--- src/rtl/bp_fe_lce_resp_arb.sv ---
// Merges the I-cache LCE's request-engine and command-engine responses onto one
// outbound LCE response channel. A registered 2-entry FIFO feeds the channel.
module bp_fe_lce_resp_arb #(
    parameter int resp_width_p   = 64,
    parameter int starve_limit_p = 4
) (
    input  logic                    clk_i,
    input  logic                    reset_i,
    input  logic [resp_width_p-1:0] req_resp_i,
    input  logic                    req_resp_v_i,
    output logic                    req_resp_yumi_o,
    input  logic [resp_width_p-1:0] cmd_resp_i,
    input  logic                    cmd_resp_v_i,
    output logic                    cmd_resp_yumi_o,
    output logic [resp_width_p-1:0] lce_resp_o,
    output logic                    lce_resp_v_o,
    input  logic                    lce_resp_ready_i,
    output logic                    starve_grant_o
);

    localparam int cnt_w_lp = $clog2(starve_limit_p + 1);
    localparam logic [cnt_w_lp-1:0] limit_lp = cnt_w_lp'(starve_limit_p);

    logic [resp_width_p-1:0] mem_q [2];
    logic [1:0]              count_q, count_d;
    logic                    wptr_q, wptr_d, rptr_q, rptr_d;
    logic [cnt_w_lp-1:0]     starve_q, starve_d;

    logic                    deq, space, force_cmd, enq;
    logic [resp_width_p-1:0] enq_data;

    // Outputs come only from storage, so v inputs never reach lce_resp_v_o.
    assign lce_resp_v_o = (count_q != 2'd0);
    assign lce_resp_o   = mem_q[rptr_q];

    assign deq       = lce_resp_v_o & lce_resp_ready_i;
    assign space     = (count_q != 2'd2) | deq;
    assign force_cmd = (starve_q == limit_lp) & cmd_resp_v_i;

    always_comb begin
        req_resp_yumi_o = 1'b0;
        cmd_resp_yumi_o = 1'b0;
        starve_grant_o  = 1'b0;
        if (!reset_i && space) begin
            if (force_cmd) begin
                cmd_resp_yumi_o = 1'b1;
                starve_grant_o  = 1'b1;
            end else if (req_resp_v_i) begin
                req_resp_yumi_o = 1'b1;
            end else if (cmd_resp_v_i) begin
                cmd_resp_yumi_o = 1'b1;
            end
        end
    end

    assign enq      = req_resp_yumi_o | cmd_resp_yumi_o;
    assign enq_data = cmd_resp_yumi_o ? cmd_resp_i : req_resp_i;

    always_comb begin
        count_d = count_q;
        wptr_d  = wptr_q;
        rptr_d  = rptr_q;
        if (enq) wptr_d = ~wptr_q;
        if (deq) rptr_d = ~rptr_q;
        unique case ({enq, deq})
            2'b10:   count_d = count_q + 2'd1;
            2'b01:   count_d = count_q - 2'd1;
            default: count_d = count_q;
        endcase
    end

    // Counter tracks consecutive cycles a valid cmd source goes unserved.
    always_comb begin
        starve_d = starve_q;
        if (!cmd_resp_v_i || cmd_resp_yumi_o)
            starve_d = '0;
        else if (starve_q != limit_lp)
            starve_d = starve_q + cnt_w_lp'(1);
    end

    always_ff @(posedge clk_i or posedge reset_i) begin
        if (reset_i) begin
            count_q  <= 2'd0;
            wptr_q   <= 1'b0;
            rptr_q   <= 1'b0;
            starve_q <= '0;
        end else begin
            count_q  <= count_d;
            wptr_q   <= wptr_d;
            rptr_q   <= rptr_d;
            starve_q <= starve_d;
        end
    end

    // Storage needs no reset: count gates visibility of stale entries.
    always_ff @(posedge clk_i) begin
        if (enq) mem_q[wptr_q] <= enq_data;
    end

endmodule

--- config.mk ---
export PLATFORM = sky130hd
export DESIGN_NAME = bp_fe_lce_resp_arb
export DESIGN_NICKNAME = d
export VERILOG_FILES = /design/src/rtl/bp_fe_lce_resp_arb.sv
export SDC_FILE = /design/constraint.sdc
export NUM_CORES = 1
export LEC_CHECK = 0
export CAP_MARGIN = 20
export CORE_AREA = 2 2 112 114
export DETAILED_ROUTE_END_ITERATION = 10
export DIE_AREA = 0 0 114 116
export HOLD_SLACK_MARGIN = 0.06
export PLACE_DENSITY = 0.85
export SLEW_MARGIN = 40
export SYNTH_ARGS = -nofsm -noshare
export SYNTH_HDL_FRONTEND = slang
export SYNTH_SLANG_ARGS = --single-unit
--- constraint.sdc ---
create_clock -name clk_i -period 13.3 [get_ports clk_i]
set_clock_uncertainty 0.15 [all_clocks]
set_input_delay 3.325 -clock clk_i [delete_from_list [all_inputs] [get_ports clk_i]]
set_output_delay 3.325 -clock clk_i [all_outputs]
set_load 0.01 [all_outputs]
==> metrics.txt <==
max cap viols=0; #FFs+latches synth=135; filler instances=788; CTS Buf Count=17; synthesized area per cell=approximately 18 sq um; synth cell count leaders=edfxtp_1, mux2_2, mux2_1, dfrtp_1, buf_2; Overall Global Routing Usage=0.188; via total after detailed routing=approximately 3500; Post-Synthesis Cells=approximately 320; sequential cell area fraction in the yosys report=0.690; final non-filler cell total=about 680; post_cts resized=0; EDFF count, synth=approximately 130; WL/cell=roughly 18 microns; LEAKAGE=0.00295 uW; Area growth, synth to finish=46.8%; post-route ant nets=0; DP HPWL=around 8.2 mm; async set or reset register ratio after synthesis=0.0519; Synth area leader=edfxtp_1; Startpoint Class=primary input; drt total wl=between 10 and 15 mm; WS Path Type=in2out; Synth Net Count=about 450; die height=between 100 and 150 microns; CTS tree=yes; vias in the first global route=3793; Final Setup Violations=0; prevailing post-synth register cell=edfxtp_1; share of power burned in the clock network=0.299; largest net degree at the start of global routing=66; Rel. slew slack=0.455; grt ovf=0; Pins Over Slew Limit=0; Die X=114 microns; worst slew pin tran=around 800 ps; # rows=40; f_max=between 100 and 150 MHz; Synth Cell Area=roughly 5800 sq um; Combinational Power Share=0.315; core box area=~12000 sq um; I/O pin count=approximately 200; clk root buf=clkbuf_16; Syn. warnings=0; TritonRoute pass-1 iters=4; Post-CTS Hold Buffers=0; Hold WC Path Type=reg2reg; GPL Wtd Cong=a little over 0.7; final net count=between 600 and 700; clock-pin slew on the worst setup and hold paths=roughly 60 ps; Sequential Power Share=0.386; Tot Pwr=about 1500 uW; final period utilization=0.639; Starting Density=0.489; number of H-tree levels=4; antenna violations before repair=0; Sink Count=approximately 140; top-area cell type share of the netlist area=0.660; initial drt markers=~130; Netlist cell types=27; Switching Power=roughly 400 uW; setup repair bufs after CTS=0; Vias/cell=roughly 5.1; Worst VDD drop=approximately 0.00012 V; most common cell in the netlist=edfxtp_1; Total Die Area=roughly 13000 sq um; DRC viols=0; I/O Buffers=200; layout cells sized above 1=0.236; CP endpoint kind=output port; pwr dens=around 180 nW/um^2; first-pass GRT wire length=approximately 19 mm; Hold Fails Final Rpt=0; buffer levels on the longest clock path=2; Clk Latency, worst-skew pair=roughly 400 ps; RSZ-0062 raised after global routing=false; ranking of synthesized cells by area=edfxtp_1, mux2_2, mux2_1; Inserted Diodes=0; worst-path maximum fanout=6; Fin Setup TNS=0 ps; internal power=about 1100 uW; Critical Path RT=9820 ps; run status=finished, final reports clean; critical path arrival=5020 ps; min cycle time layout=~8500 ps; dpl cells=652; Net Sw Frac=0.259
==> layer usage <==
| layer | track usage | share of wire | vias up |
|---|---|---|---|
| met3 | 0.0544 | 0.057 | 17 |
| met1 | 0.193 | 0.37 | 1706 |
| met5 | 0 | 0 | - |
| met2 | 0.352 | 0.55 | 128 |
| met4 | 0.0911 | 0.016 | 0 |
| li1 | - | - | 1644 |
==> cell usage in the layout, fill, tap and decap left out, types with 2 or more instances in the layout <==
cell type        netlist  layout
clkinv_1               0       3
xor2_1                 3       3
nand3_1                3       3
nor2_1                 4       4
mux2_2                88      88
nor3_1                 4       4
inv_1                  4       4
xnor2_1                2       2
clkdlybuf4s50_1        0     200
mux2_1                40      40
dfrtp_1                7       6
ha_1                   3       3
o32ai_1                2       2
clkinvlp_4             0       3
clkbuf_16              0      17
nand2_1                3       3
buf_6                  4       2
buf_4                  1       2
clkbuf_1               3       2
bufinv_16              0       3
edfxtp_1             128     128
clkinv_4               0       2
==> power by group through the flow <==
stage                     clock network (uW)  registers (uW)  logic (uW)
after floorplan                            0             588         255
after global placement                     0             594         477
after detailed placement                   0             599         484
after CTS                                469             591         488
after global routing                     486             597         514
final                                    457             589         481
==> final timing paths <==
path	start	to	slack, ps	cells after the start
max	lce_resp_ready_i	req_resp_yumi_o	4800	5
min	count_q[1]	count_q[1]	350	1
max reg2reg	starve_q[0]	mem_q[1][27]	10480	6
min reg2reg	count_q[1]	count_q[1]	350	1
max in group asynchronous	reset_i	rptr_q	9490	2
min in group asynchronous	reset_i	wptr_q	3260	2
==> worst max-delay path, cell delays in order <==
cell	delay (ps)
clkdlybuf4s50_1	430
nor3b_2	460
nor2_1	140
and3_1	190
clkdlybuf4s50_1	470
==> sequential cells by signal, indices dropped and copies added, names as in the netlist <==
signal and flops:
starve_q 3, count_q 2, wptr_q 1, rptr_q 1, mem_q 128
==> area by class of cell <==
cell class | instances | area, sq um | area share
well taps | 147 | 184 | 0.0215
flip-flops and latches | 135 | 4020 | 0.471
clock buffers | 19 | 433 | 0.0507
inverters | 5 | 18.8 | 0.00220
repair buffers | 204 | 2040 | 0.239
clock inverters | 13 | 155 | 0.0182
multi-input cells | 161 | 1690 | 0.198
==> metrics by stage <==
step	util	worst slack [ps]	hold WS [ps]	area (sq um)
after global placement	0.667	4870	327	7950
after CTS	0.716	4800	345	8530
final	0.717	4800	350	8540
after detailed placement	0.667	4810	328	7950
after global routing	0.717	4700	380	8540
after floorplan	-	2910	296	5820
==> cell families (layout without fill, tap and decap cells) <==
logic type                 Yosys count  in the layout  share of synthesized area
xor gates and xnor gates             5              5                    0.00753
muxes                              128            128                      0.248
adders and majority gates            3              3                    0.00645
buffers and inverters               20            241                     0.0202
and+or+nand+nor                     21             21                     0.0191
DFF                                135            135                      0.690
AOI/OAI and AO/OA                    4              4                    0.00860
Note: power is estimated with default switching activity, not from simulation.
